$ cat src/rtl/q16_pkg.sv
// Shared Q16.16 fixed-point types and constants for the multiplier/accumulator datapath.
package q16_pkg;

  typedef logic signed [31:0] q16_t;

  localparam q16_t Q16_MAX = 32'sh7FFF_FFFF;
  localparam q16_t Q16_MIN = 32'sh8000_0000;
  localparam q16_t Q16_ONE = 32'sh0001_0000;

  typedef enum logic {
    ACCUM = 1'b0,
    HOLD  = 1'b1
  } accum_state_t;

endpackage

$ cat src/rtl/q16_sat.sv
// Combinational clamp of a wide signed value into Q16.16, with a clip flag.
module q16_sat
  import q16_pkg::*;
#(
  parameter int IN_W = 40
) (
  input  logic signed [IN_W-1:0] in_val,
  output q16_t                   out_val,
  output logic                   clip
);

  // The value fits in 32 bits exactly when all bits from 31 upward agree with the sign.
  logic fits;
  assign fits = (&in_val[IN_W-1:31]) | ~(|in_val[IN_W-1:31]);

  always_comb begin
    out_val = in_val[31:0];
    clip    = 1'b0;
    if (!fits) begin
      clip    = 1'b1;
      out_val = in_val[IN_W-1] ? Q16_MIN : Q16_MAX;
    end
  end

endmodule

$ cat src/rtl/q16_dot_accum.sv
// Streaming Q16.16 window accumulator: sums N_TERMS products, emits a saturated sum, then clears.
module q16_dot_accum
  import q16_pkg::*;
#(
  parameter int N_TERMS = 9,
  parameter int ACC_W   = 40
) (
  input  logic         clk,
  input  logic         rst,
  input  logic         in_valid,
  output logic         in_ready,
  input  logic [31:0]  in_prod,
  input  logic         flush,
  output logic         out_valid,
  input  logic         out_ready,
  output logic [31:0]  out_sum,
  output logic         out_sat,
  output logic [7:0]   term_cnt,
  output accum_state_t dbg_state
);

  // Handshake: a product transfers on a rising edge where in_valid & in_ready;
  // a sum transfers on a rising edge where out_valid & out_ready. Both ready/valid
  // outputs depend on state only, and flush overrides any transfer that cycle.

  localparam logic [7:0] LAST_IDX = 8'(N_TERMS - 1);

  accum_state_t             state_q;
  logic signed [ACC_W-1:0]  acc_q;
  logic signed [ACC_W-1:0]  acc_d;
  logic [7:0]               cnt_q;
  q16_t                     sum_q;
  logic                     sat_q;
  q16_t                     sat_val;
  logic                     sat_clip;

  assign acc_d = acc_q + {{(ACC_W-32){in_prod[31]}}, in_prod};

  q16_sat #(.IN_W(ACC_W)) u_sat (
    .in_val  (acc_d),
    .out_val (sat_val),
    .clip    (sat_clip)
  );

  always_ff @(posedge clk or posedge rst) begin
    if (rst) begin
      state_q <= ACCUM;
      acc_q   <= '0;
      cnt_q   <= '0;
      sum_q   <= '0;
      sat_q   <= 1'b0;
    end else if (flush) begin
      state_q <= ACCUM;
      acc_q   <= '0;
      cnt_q   <= '0;
    end else begin
      case (state_q)
        ACCUM: begin
          if (in_valid) begin
            if (cnt_q == LAST_IDX) begin
              sum_q   <= sat_val;
              sat_q   <= sat_clip;
              acc_q   <= '0;
              cnt_q   <= '0;
              state_q <= HOLD;
            end else begin
              acc_q <= acc_d;
              cnt_q <= cnt_q + 8'd1;
            end
          end
        end
        HOLD: begin
          if (out_ready) state_q <= ACCUM;
        end
        default: state_q <= ACCUM;
      endcase
    end
  end

  assign in_ready  = (state_q == ACCUM);
  assign out_valid = (state_q == HOLD);
  assign out_sum   = sum_q;
  assign out_sat   = sat_q;
  assign term_cnt  = cnt_q;
  assign dbg_state = state_q;

endmodule

$ cat config.mk
export PLATFORM = sky130hd
export DESIGN_NAME = q16_dot_accum
export DESIGN_NICKNAME = d
export VERILOG_FILES = /design/src/rtl/q16_pkg.sv /design/src/rtl/q16_sat.sv /design/src/rtl/q16_dot_accum.sv
export SDC_FILE = /design/constraint.sdc
export NUM_CORES = 1
export LEC_CHECK = 0
export BUFFER_PORTS_ARGS = -buffer_cell sky130_fd_sc_hd__buf_4
export CELL_PAD_IN_SITES_DETAIL_PLACEMENT = 1
export CELL_PAD_IN_SITES_GLOBAL_PLACEMENT = 2
export CORE_MARGIN = 5
export CORE_UTILIZATION = 39
export DETAILED_ROUTE_END_ITERATION = 10
export PLACE_DENSITY_LB_ADDON = 0.1
export SYNTH_ARGS = -nofsm -noshare
export SYNTH_HDL_FRONTEND = slang
export SYNTH_SLANG_ARGS = --single-unit
export TNS_END_PERCENT = 100
$ cat constraint.sdc
create_clock -name clk -period 9 [get_ports clk]
set_input_delay 0.45 -clock clk [delete_from_list [all_inputs] [get_ports clk]]
set_output_delay 0.45 -clock clk [all_outputs]
set_load 0.05 [all_outputs]
== Word level (Yosys, flattened, before mapping) ==
Index checks and enable logic that the tools add are counted.

* Bits in registers: 82
* Input bits: 37
* Output and inout port bits: 44
* Logic and storage cells: 34

* Add/sub/neg operators: 2
* Equal/unequal tests: 2
* Multiplexer cells: 16
* Bitwise logic cells: 4
* Reductions and logical operators: 5

{| class="wikitable"
|+ Operator list
! operator !! count
|-
| $mux W40 || 4
|-
| $mux W32 || 2
|-
| $add A40 B40 Y40 || 1
|-
| $mux W8 || 4
|-
| $reduce_and A9 Y1 || 1
|-
| $reduce_or A9 Y1 || 1
|-
| $add A8 B1 Y8 const B || 1
|-
| $eq A8 B4 Y1 const B || 1
|-
| $mux W1 || 5
|-
| $reduce_and A4 Y1 || 1
|-
| $not A1 Y1 || 3
|-
| $ne A2 B2 Y1 const B || 1
|-
| $pmux W1 S2 || 1
|-
| $reduce_and A2 Y1 || 1
|-
| $reduce_bool A2 Y1 || 1
|-
| $or A1 B1 Y1 || 1
|}

== Longest topological paths before layout ==
Gate-level depths: netlist of run 1.

* Word-level depth: 5
* Depth in mapped cells: 15
* Mapped depth without buffers: 13

== Cells and area by module ==
Synthesis of run 1 repeated with hierarchy kept, for this count alone.

* Cells, all modules: 657
* Area total of the unflattened synthesis: 6062.1 µm²

{| class="wikitable"
|+ Modules (own cells, without submodules)
! module !! times used !! cells each !! area each (µm²) !! seq. area each (µm²)
|-
| q16_dot_accum || 1 || 572 || 5497.8 || 2052.0
|-
| q16_sat || 1 || 85 || 564.3 || 0.0
|}

== Least setup slack after synthesis of run 1 ==
OpenSTA, ideal clock, no wires.

* Kind: in2reg
* Start: in in_prod[14]
* End: reg sum_q[30] (netlist: out_sum[30])
* Setup time: 0.080 ns
* Data arrival time: 3.440 ns
* Required time: 8.920 ns
* Setup slack: 5.480 ns
* Cell stages on the path: 12
* Buffers on the path: 1
* Cell sequence: ha_1 buf_4 nand4_2 or3_1 or4_1 a21oi_2 nor3_2 a211o_1 or2_0 or3_4 or4_4 o211ai_2

* Word-level cells in the longest chain between the ends: 5
* Elaborated cells between the ends (all ways): 7
* Those cells by class: add/sub (1); mux (2); bitwise (2); reduce/logical (2)

{| class="wikitable"
|+ RTL lines
! item !! RTL line !! RTL
|-
| from (decl) || q16_dot_accum.sv:12 || <nowiki>input logic [31:0] in_prod,</nowiki>
|-
| $add A40 B40 Y40 * || q16_dot_accum.sv:37 || <nowiki>assign acc_d = acc_q + {{(ACC_W-32){in_prod[31]}}, in_prod};</nowiki>
|-
| $reduce_or A9 Y1 || q16_sat.sv:14 || <nowiki>assign fits = (&in_val[IN_W-1:31]) | ~(|in_val[IN_W-1:31]);</nowiki>
|-
| $not A1 Y1 || q16_sat.sv:14 ||
|-
| $or A1 B1 Y1 || q16_sat.sv:14 ||
|-
| $mux W32 * || q16_sat.sv:19 || <nowiki>if (!fits) begin</nowiki>
|-
| to (signal assigned) || q16_dot_accum.sv:61 || <nowiki>sum_q <= sat_val;</nowiki>
|-
| to (decl) || q16_dot_accum.sv:32 || <nowiki>q16_t sum_q;</nowiki>
|}

Every way passes the cells marked *; elsewhere a longest branch is shown, timed or not.
A chain may end at the register's enable or synchronous reset.

== Worst setup path in the final report of run 1 ==
* Start: reg acc_q[11]
* End: reg sum_q[2] (netlist: out_sum[2])

* Word-level cells in the longest chain between the ends: 5
* Elaborated cells between the ends (all ways): 7
* Those cells by class: add/sub (1); mux (2); bitwise (2); reduce/logical (2)

{| class="wikitable"
|+ RTL lines
! item !! RTL line !! RTL
|-
| from (decl) || q16_dot_accum.sv:29 || <nowiki>logic signed [ACC_W-1:0] acc_q;</nowiki>
|-
| from (signal assigned) || q16_dot_accum.sv:48 || <nowiki>acc_q <= '0;</nowiki>
|-
| from (signal assigned) || q16_dot_accum.sv:54 || <nowiki>acc_q <= '0;</nowiki>
|-
| from (signal assigned) || q16_dot_accum.sv:63 || <nowiki>acc_q <= '0;</nowiki>
|-
| $add A40 B40 Y40 * || q16_dot_accum.sv:37 ||
|-
| $reduce_or A9 Y1 || q16_sat.sv:14 ||
|-
| $not A1 Y1 || q16_sat.sv:14 ||
|-
| $or A1 B1 Y1 || q16_sat.sv:14 ||
|-
| $mux W32 * || q16_sat.sv:19 ||
|}

Marked as above.

==> metrics.txt, run 1 <==
post-route ant nets 0; Compound-Gate Fraction of Synth Area 0.301; min-delay worst type in2reg; H-tree depth 3; I/O pins 81; Worst path max stage delay 790 ps; Adder-Cell Fraction of Synth Area 0.0907; clock skew 5.88 ps; reg2reg setup slack 4330 ps; Synth Register Bits 82; synthesized area 5880 um2; Syn Area/Cell 8.92 um2; total gr overflow 0; cts repair resizes 0; drt wl/cell 20.7 um; Core Area 14,600 um2; mux cell area share after synthesis 0.00341; WL final 18,900 um; GR peak layer met2; Post-synth top flop dfrtp_1; largest family of logic cells by synthesized area compound AO/OA/AOI/OAI gates; post-synthesis async set-or-reset flop share 1.00; setup violators final 0; Clock Tree Root clkbuf_16; Reg clk slew, reported paths 60 ps; net count after synthesis 738; CP Cell Sequence ha_1 -> a21oi_1 -> o211ai_1 -> a21boi_0 -> nand3_1 -> a31oi_1 -> xnor2_1 -> or4_1 -> nor4_2 -> nand2b_1 -> o211ai_1; vias in the first global route 5,772; maximum VDD drop 0.102 mV; Clock Sinks 82; FF-to-FF End out_sum[2]; Worst-Skew Late Latency 350 ps; # fillers 1,699; Initial DRT Pass Iterations 4; chip width 133 um; slowest CP cell nand2b_1; Clock Path Buffers 2; PwrDens 185 nW/um2; Critical Path AT 4830 ps; most frequent cells in the layout buf_4, nand2_1, dfrtp_1; TritonCTS Buffers 9; Pins Over Slew Limit 0; DIE AREA 17,600 um2; nature of the critical path endpoint register; Synth Instances 659; Synth Area in XOR/XNOR 0.0566; worst-margin pin slew 1110 ps; Tmin final 4670 ps; run status finished clean; most common cell after layout, fill and taps aside buf_4; Tot GR Track Use 0.215; GPL Wtd Cong 0.933; Port Buffers 80; Fin. Hold Viols 0; HP Start out_ready; largest fanout on the critical path 16; post-route setup TNS 0 ps; RR Startpoint acc_q[11]; fmax 214 MHz; unrepaired setup endpoints after global routing no; first-pass GRT wire length 30,700 um; Die H 133 um; Post-synth EDFFs 0; post-synthesis simple-gate area fraction 0.156; synth unique cells 63; Via-to-Cell Ratio 5.85; most used cell, CP o211ai_1; nets@finish 803; critical path launch point type register; Hold Path Sink dbg_state; Post-CTS Hold Buffers 0; Area Overhead vs Synth 16.7%; Worst Setup Path Type reg2reg; Antenna Diode Count 0; hold slack 268 ps; post-CTS setup buffers 0; largest net degree at the start of global routing 83; hold path depth 2; register area share after synthesis 0.349; met1 Usage GRT 0.294; Syn. warnings 0; antenna violations before repair 0; Initial Util 0.401; Row Count 44; Util after Layout 0.468; CTS tree yes; vias 5,325; Slew HR 0.259; DR DRC count 0; Worst EP required 9170 ps; final worst-path cycle share 0.518; DPL Wire Length 14,200 um; LEAKAGE 3.23 nW; layout cell share with drive strength beyond 1 0.190; maxcap violations 0; GRT met2 Usage 0.357; FF-to-FF path depth 11; First DRT Iteration DRCs 257; met3 Usage GRT 0.0391
sequential cells by signal, indices dropped and copies added, names as in the netlist:
| name | count |
|---|---|
| acc_q | 40 |
| out_sum | 32 |
| term_cnt | 8 |
| dbg_state | 1 |
| out_sat | 1 |
report_power, final:
group / internal [mW] / total, mW / switching, mW / leakage (nW)
sequential: 0.397 / 0.417 / 0.0196 / 1.11
clock: 0.192 / 0.354 / 0.161 / 0.127
combinational: 0.182 / 0.500 / 0.318 / 1.99
area by class of cell:
type | instances | area [um2] | share of cell area
inverter | 18 | 68.8 | 0.0100
clock inverter | 4 | 28.8 | 0.00420
timing repair buffer | 87 | 653 | 0.0952
clock buffer | 10 | 239 | 0.0348
multi-input combinational | 526 | 3590 | 0.523
sequential | 82 | 2050 | 0.299
tap | 184 | 230 | 0.0336
layer usage:
| layer | vias to the layer above | share of wire |
|---|---|---|
| met1 | 2666 | 0.49 |
| met5 | - | 0 |
| met2 | 86 | 0.47 |
| met3 | 15 | 0.027 |
| li1 | 2558 | - |
| met4 | 0 | 0.0095 |
cells in the mapped netlist (all sizes together), types with 3 or more instances:
cell type / instances / area share
a211o: 7 / 0.010
a211oi: 4 / 0.0051
a21boi: 6 / 0.0077
a21o: 15 / 0.019
a21oi: 69 / 0.059
a22o: 29 / 0.043
a22oi: 23 / 0.045
a31oi: 6 / 0.0064
and2: 6 / 0.0064
and3: 5 / 0.0053
buf: 15 / 0.020
clkbuf: 18 / 0.011
dfrtp: 82 / 0.35
ha: 41 / 0.087
inv: 18 / 0.011
nand2: 86 / 0.055
nand2b: 4 / 0.0043
nand3: 16 / 0.014
nand4: 7 / 0.0085
nor2: 30 / 0.019
nor2b: 3 / 0.0032
nor3: 15 / 0.014
nor4: 3 / 0.0043
o211ai: 13 / 0.021
o21a: 5 / 0.0064
o21ai: 50 / 0.043
o21bai: 6 / 0.0077
o311ai: 4 / 0.0060
or2: 5 / 0.0053
or3: 6 / 0.0072
or4: 4 / 0.0057
xnor2: 19 / 0.028
xor2: 19 / 0.028
worst max path at each step:
stage	cells after the start	end	from	slack, ps
after global placement	12	out_sum[2]	in_prod[31]	4170
final	11	out_sum[2]	acc_q[11]	4330
after CTS	11	out_sum[2]	acc_q[11]	4360
after global routing	13	out_sum[29]	acc_q[0]	4090
after detailed placement	12	out_sum[2]	in_prod[11]	4160
after floorplan	12	out_sum[30]	in_prod[14]	5480
critical path, delay by kind of cell, from the launching register on:
kind / cells / cell delay (ps)
simple gates: 4 / 1980
fa+ha+maj: 1 / 360
flops: 1 / 390
xor+xnor: 1 / 200
compound gates: 5 / 1560
metrics by stage:
step                cells  power, mW  setup slack, ps  instance area, um2
CTS                   911       1.28             4360                6860
finish                911       1.27             4330                6860
global placement      897      0.913             4170                6590
detailed placement    897      0.920             4160                6590
global route          911       1.35             4090                6860
floorplan             659      0.776             5480                5880
cells by family (layout without fill, tap and decap cells):
kind of cell,count (synthesis),in the layout
AOI/OAI and AO/OA,251,251
and+or+nand+nor,193,193
DFF,82,82
buffers and inverters,51,119
adders and majority gates,42,42
xor gates and xnor gates,38,38
muxes,2,2
Note: power is estimated with default switching activity, not from simulation.
==> run 2: changes to the inputs <==
--- a/config.mk
+++ b/config.mk
@@ -5,11 +5,12 @@
 export SDC_FILE = /design/constraint.sdc
 export NUM_CORES = 1
 export LEC_CHECK = 0
+export ABC_AREA = 1
 export BUFFER_PORTS_ARGS = -buffer_cell sky130_fd_sc_hd__buf_4
 export CELL_PAD_IN_SITES_DETAIL_PLACEMENT = 1
 export CELL_PAD_IN_SITES_GLOBAL_PLACEMENT = 2
 export CORE_MARGIN = 5
-export CORE_UTILIZATION = 39
+export CORE_UTILIZATION = 33
 export DETAILED_ROUTE_END_ITERATION = 10
 export PLACE_DENSITY_LB_ADDON = 0.1
 export SYNTH_ARGS = -nofsm -noshare
==> constraint.sdc (replaced) <==
create_clock -name clk -period 4.4 [get_ports clk]
set_input_delay 0.22 -clock clk [delete_from_list [all_inputs] [get_ports clk]]
set_output_delay 0.22 -clock clk [all_outputs]
set_load 0.05 [all_outputs]
==> run 2 against run 1 <==
Compared with the run above:
- critical path depth grew 7
- synthesized cell count grew 44%
- sequential power grew 110%
- area after synthesis grew 8.9%
- routed wire length grew 12%
- sequential share of layout area shrank 3.0 points
- clock power grew to 2.7 times the previous value
- power grew 140%
- largest power group unchanged
==> metrics.txt, run 2 <==
Syn Area/Cell 6.73 um2 (-25%); Port Buffers 80 (unchanged); run status finished clean; Fin. Hold Viols 0 (unchanged); H-tree depth 3 (unchanged); post-route ant nets 0 (unchanged); vias in the first global route 6,586 (+14%); Tot GR Track Use 0.198 (-0.0164); mux cell area share after synthesis 0 (-0.00341); largest fanout on the critical path 22 (+6); Pins Over Slew Limit 0 (unchanged); Compound-Gate Fraction of Synth Area 0.105 (-0.197); Syn. warnings 0 (unchanged); Critical Path AT 3770 ps (-1060 ps); Worst-Skew Late Latency 360 ps (about the same); unrepaired setup endpoints after global routing no; Initial DRT Pass Iterations 4 (unchanged); DR DRC count 0 (unchanged); DIE AREA 22,300 um2 (+26%); Reg clk slew, reported paths 70 ps (about the same); WL final 21,200 um (+12%); largest family of logic cells by synthesized area simple AND/OR/NAND/NOR gates; TritonCTS Buffers 9 (unchanged); Cells after DPL 1,277 (+42%); fmax 283 MHz (+32%); maximum VDD drop 0.224 mV (+120%); final worst-path cycle share 0.802 (+0.284); most numerous cell in the Yosys netlist nand2_1; I/O pins 81 (unchanged); Die H 149 um (+12%); clock skew 15.3 ps (+9.45 ps); first-pass GRT wire length 35,000 um (+14%); vias 6,166 (+16%); antenna violations before repair 0 (unchanged); LEAKAGE 4.09 nW (+27%); Adder-Cell Fraction of Synth Area 0.0833 (-0.00744); Synth top cells by count nand2_1, inv_1, nand3_1; post-route setup TNS 0 ps (unchanged); largest net degree at the start of global routing 44 (-47%); cts repair resizes 0 (unchanged); worst-margin pin slew 1110 ps (-0.610 ps); Clock Path Buffers 2 (unchanged); largest area contributor in the netlist dfrtp_1; synth unique cells 36 (-43%); Area Overhead vs Synth 19.0%; Synth Area in XOR/XNOR 0.0438 (-0.0129); nature of the critical path endpoint register; maxcap violations 0 (unchanged); drt wl/cell 16.4 um (-21%); critical path launch point type register; DPL Wire Length 16,800 um (+18%); most used cell, CP nand2_1; First DRT Iteration DRCs 199 (-23%); post-synthesis async set-or-reset flop share 1.00 (unchanged); total gr overflow 0 (unchanged); Tmin final 3530 ps (-1140 ps); nets@finish 1,103 (+37%); Worst EP required 4640 ps (-4530 ps); Post-DP Area 7240 um2 (+9.9%); layout cell share with drive strength beyond 1 0.136 (-0.0538); Util after Layout 0.395 (-0.0731); chip width 149 um (+12%); Core Area 19,300 um2 (+32%); Row Count 51 (+16%); Antenna Diode Count 0 (unchanged); Via-to-Cell Ratio 4.77 (-18%); fin cells 1,294 (+42%); max FFs per register 40 (unchanged); Slew HR 0.259 (-0.000408); Worst path max stage delay 580 ps (-210 ps); most frequent cells in the layout nand2_1, inv_1, nand3_1; fin area 7620 um2 (+11%); GPL Wtd Cong 0.834 (-11%); total power 3.00 mW (+140%); Post-synth EDFFs 0 (unchanged); net count after synthesis 1,030 (+40%); PwrDens 394 nW/um2 (+110%); # fillers 2,548 (+50%); Initial Util 0.332 (-0.0691); Synth Register Bits 82 (unchanged); top cell type's share of synthesized area 0.321 (-0.0287); Clock Sinks 82 (unchanged); CTS tree yes; setup violators final 0 (unchanged); min-delay worst type in2reg; Clock Tree Root clkbuf_16; most common cell after layout, fill and taps aside nand2_1; Synth Instances 951 (+44%); Area contributors post-synth dfrtp_1, nand2_1, nand3_1; register area share after synthesis 0.321 (-0.0287); Post-synth top flop dfrtp_1; synthesized area 6400 um2 (+8.9%); Top reg by flops acc_q; slowest CP cell a21oi_4; Worst Setup Path Type reg2reg; post-synthesis simple-gate area fraction 0.357 (+0.201); CP Cell Sequence ha_1 -> inv_1 -> fa_1 -> nor2_1 -> o21ai_1 -> nand3_1 -> nand2_1 -> nand2_1 -> nand2_1 -> nand2_1 -> nand2_1 -> nand2_1 -> nand2_1 -> nor2_2 -> nand2_1 -> a21oi_4 -> buf_4 -> a21oi_2
-- run 2: cell types whose count changed after synthesis, moves of 9 or more --
| cell | change |
|---|---|
| a21o_1 | -15 |
| a21oi_1 | -12 |
| a21oi_2 | +9 |
| nand3_1 | +92 |
| nor2_1 | +51 |
| a22o_1 | -29 |
| a22oi_2 | -18 |
| nand2_2 | +11 |
| inv_1 | +98 |
| o21ai_0 | -21 |
| nand2_1 | +211 |
-- run 2: final timing paths --
kind                            from    endpoint  slack (ps)  cells past startpoint
max                         acc_q[0]  out_sum[2]         870                     18
min                        out_ready   dbg_state          20                      2
min reg2reg                  out_sat     out_sat         510                      2
min in group asynchronous        rst    acc_q[6]         520                      3
max reg2reg                 acc_q[0]  out_sum[2]         870                     18
max in group asynchronous        rst   acc_q[27]        2840                      4
-- run 2: per-stage QoR --
step,setup slack [ps],hold slack (ps)
after floorplan,1940,306
after global placement,823,380
after detailed placement,773,379
after CTS,755,14.7
after global routing,467,26.1
final,871,22.9
-- run 2: worst max-delay path, delay by kind of cell, from the launching register on --
kind	cells	cell delay [ps]
flip-flops	1	350
AND/OR/NAND/NOR	11	1250
buffers and inverters	2	430
adder cells (fa/ha/maj)	2	660
AO/OA/AOI/OAI	3	730
-- run 2: cell type report --
class	count	area [um2]	area share
multi-input combinational	727	3770	0.495
clock inverter	7	141	0.0186
tap	265	332	0.0435
sequential	82	2050	0.269
clock buffer	9	225	0.0296
timing repair buffer	87	656	0.0861
inverter	117	440	0.0578
-- run 2: timing repair --
| action | CTS | global route |
|---|---|---|
| hold buffers | 1 | 0 |
| buffers inserted | 0 | 0 |
| endpoints found under the hold margin | 5 | 0 |
-- run 2: cell families after synthesis --
logic type | count (synthesis)
xor gates and xnor gates | 32
adders and majority gates | 42
AOI/OAI and AO/OA | 117
and+or+nand+nor | 536
buffers and inverters | 142
DFF | 82
-- run 2: layer usage --
| layer | global-route usage | wire (um) | share of wire | vias up |
|---|---|---|---|---|
| li1 | - | - | - | 3198 |
| met1 | 0.284 | 10600 | 0.50 | 2860 |
| met2 | 0.319 | 9470 | 0.45 | 95 |
| met3 | 0.0225 | 861 | 0.041 | 13 |
| met4 | 0.0522 | 242 | 0.011 | 0 |
| met5 | 0 | 0 | 0 | - |
-- run 2: power by group --
group	internal [mW]	total [mW]	switching, mW	leakage (nW)
registers	0.832	0.879	0.0471	1.11
logic	0.371	1.17	0.796	2.80
clock network	0.612	0.953	0.341	0.176
==> run 3: changes to the inputs <==
==> constraint.sdc (replaced) <==
create_clock -name clk -period 3.35 [get_ports clk]
set_input_delay 0.1675 -clock clk [delete_from_list [all_inputs] [get_ports clk]]
set_output_delay 0.1675 -clock clk [all_outputs]
set_load 0.05 [all_outputs]
==> run 3 against run 2 <==
Compared with the run above:
- routed wire length grew 1.4%
- core utilization rose by 0.26 points
- via count is 2.4% higher
- sequential share of layout area fell by 0.18 points
- power increased by 25%
- fmax grew 16%
- critical endpoint is now out_sum[15]
- highest routed layer unchanged
==> metrics.txt, run 3 (synthesized netlist as in run 2, its figures left out) <==
DPL Wire Length 16,900 um (+0.96%); FF-to-FF End out_sum[15]; Worst-Skew Late Latency 350 ps (about the same); layout cell share with drive strength beyond 1 0.144 (+0.00763); clock skew 9.74 ps (-5.59 ps); Port Buffers 80 (unchanged); CTS tree yes; Post-DP Area 7290 um2 (+0.69%); TritonCTS Buffers 9 (unchanged); Top reg by flops acc_q; Slew HR 0.479 (+0.220); Comb pwr share 0.413 (+0.024); maximum VDD drop 0.252 mV (+13%); largest fanout on the critical path 16 (-27%); DR DRC count 0 (unchanged); fmax 330 MHz (+16%); GPL Wtd Cong 0.901 (+8.0%); Clock Sinks 82 (unchanged); most frequent cells in the layout nand2_1, inv_1, nand3_1; Worst path max stage delay 390 ps (-190 ps); total gr overflow 0 (unchanged); Fin. Hold Viols 0 (unchanged); Core Area 19,300 um2 (unchanged); hold path depth 2 (unchanged); Clock Tree Root clkbuf_16; Via-to-Cell Ratio 4.85 (+1.8%); slowest CP cell dfrtp_1; final worst-path cycle share 0.905 (+0.103); Row Count 51 (unchanged); run status finished clean; nets@finish 1,111 (+0.73%); pre-CTS setup slack 215 ps (-557 ps); fin area 7670 um2 (+0.66%); unrepaired setup endpoints after global routing no; PwrDens 489 nW/um2 (+24%); Initial Util 0.332 (unchanged); HP Start flush; Tmin final 3030 ps (-498 ps); met1 Usage GRT 0.273 (-0.0108); H-tree depth 3 (unchanged); Worst Setup Path Type reg2reg; most common cell after layout, fill and taps aside nand2_1; post-route ant nets 0 (unchanged); Net Switching 1.55 mW (+31%); final worst slack 319 ps (-552 ps); first-pass GRT wire length 34,900 um (-0.24%); RR Startpoint acc_q[21]; clock network fraction of total power 0.279 (-0.039); FF-to-FF path depth 16 (-2); Area Overhead vs Synth 19.8%; Cells after DPL 1,282 (+0.39%); Initial DRT Pass Iterations 4 (unchanged); # fillers 2,522 (-1.0%); reg2reg setup slack 320 ps (-550 ps); GRT met2 Usage 0.324 (+0.00498); vias 6,316 (+2.4%); Antenna Diode Count 0 (unchanged); sw frac 0.412 (+0.0173); most used cell, CP nand2_1; largest net degree at the start of global routing 42 (-4.5%); setup violators final 0 (unchanged); CP Cell Sequence ha_1 -> nand2_1 -> nor2_1 -> a21oi_1 -> nand3_2 -> nand2_1 -> nand2_1 -> nand2_1 -> nand2_1 -> nand2_1 -> nor2_2 -> nand3_2 -> nand2_4 -> buf_12 -> nand2_1 -> a21oi_1; drt wl/cell 16.5 um (+0.79%); DIE AREA 22,300 um2 (unchanged); chip width 149 um (unchanged); GR peak layer met2; sequential share of power 0.309 (+0.016); LEAKAGE 4.12 nW (+0.66%); critical path launch point type register; I/O pins 81 (unchanged); P_int 2.21 mW (+21%); Crit path max-delay family simple AND/OR/NAND/NOR gates; antenna violations before repair 0 (unchanged); post-route setup TNS 0 ps (unchanged); Worst EP required 3620 ps (-1020 ps); fin cells 1,302 (+0.62%); First DRT Iteration DRCs 206 (+3.5%); Clock Path Buffers 2 (unchanged); min-delay worst type in2reg; CP Buf/Inv Count 1 (-1); WL final 21,500 um (+1.4%); Hold Path Sink dbg_state; nature of the critical path endpoint register; Tot GR Track Use 0.196 (-0.00211); Die H 149 um (unchanged); vias in the first global route 6,573 (-0.20%); maxcap violations 0 (unchanged); Reg clk slew, reported paths 60 ps (about the same); Critical Path AT 3310 ps (-460 ps); met3 Usage GRT 0.0228 (+0.000304); max FFs per register 40 (unchanged); worst-margin pin slew 782 ps (-329 ps); Pins Over Slew Limit 0 (unchanged)
-- run 3: through the flow --
stage	power [mW]	hold WS, ps	utilization
4_1_cts	3.80	11.2	0.395
2_1_floorplan	2.25	254	-
6_report	3.75	22.1	0.398
3_5_place_dp	2.72	327	0.378
5_1_grt	4.03	26.0	0.398
3_3_place_gp	2.72	320	0.378
-- run 3: repair_timing --
item / CTS / global route
hold buffers: 2 / 0
setup endpoints to repair: 0 / 31
setup buffers: 0 / 1
resized for setup: 0 / 4
hold endpoints to repair: 39 / 0
-- run 3: metal layers --
metal | vias to the layer above | wire (um)
met2 | 104 | 9770
li1 | 3218 | -
met3 | 18 | 643
met1 | 2976 | 10700
met5 | - | 0
met4 | 0 | 342
-- run 3: worst max path at each step --
stage / depth (start not counted) / to / slack, ps / from
2_1_floorplan: 18 / out_sum[0] / 890 / acc_q[0]
6_report: 16 / out_sum[15] / 320 / acc_q[21]
5_1_grt: 19 / out_sum[16] / 50 / acc_q[0]
3_5_place_dp: 18 / out_sum[30] / 220 / acc_q[0]
4_1_cts: 18 / out_sum[30] / 210 / acc_q[0]
3_3_place_gp: 18 / out_sum[3] / 280 / acc_q[0]
-- run 3: power by group through the flow --
stage | Combinational (mW) | Sequential [mW] | Clock, mW
after detailed placement | 1.55 | 1.17 | 0
after global placement | 1.55 | 1.17 | 0
after floorplan | 1.01 | 1.24 | 0
after CTS | 1.56 | 1.16 | 1.08
after global routing | 1.75 | 1.17 | 1.11
final | 1.55 | 1.16 | 1.04
-- run 3: layout make-up --
type / count / area [um2] / share of cell area
clock buffer: 11 / 253 / 0.0330
clock inverter: 5 / 52.6 / 0.00685
inverter: 117 / 440 / 0.0574
multi-input combinational: 728 / 3800 / 0.495
sequential: 82 / 2050 / 0.268
tap: 265 / 332 / 0.0432
timing repair buffer: 94 / 739 / 0.0964
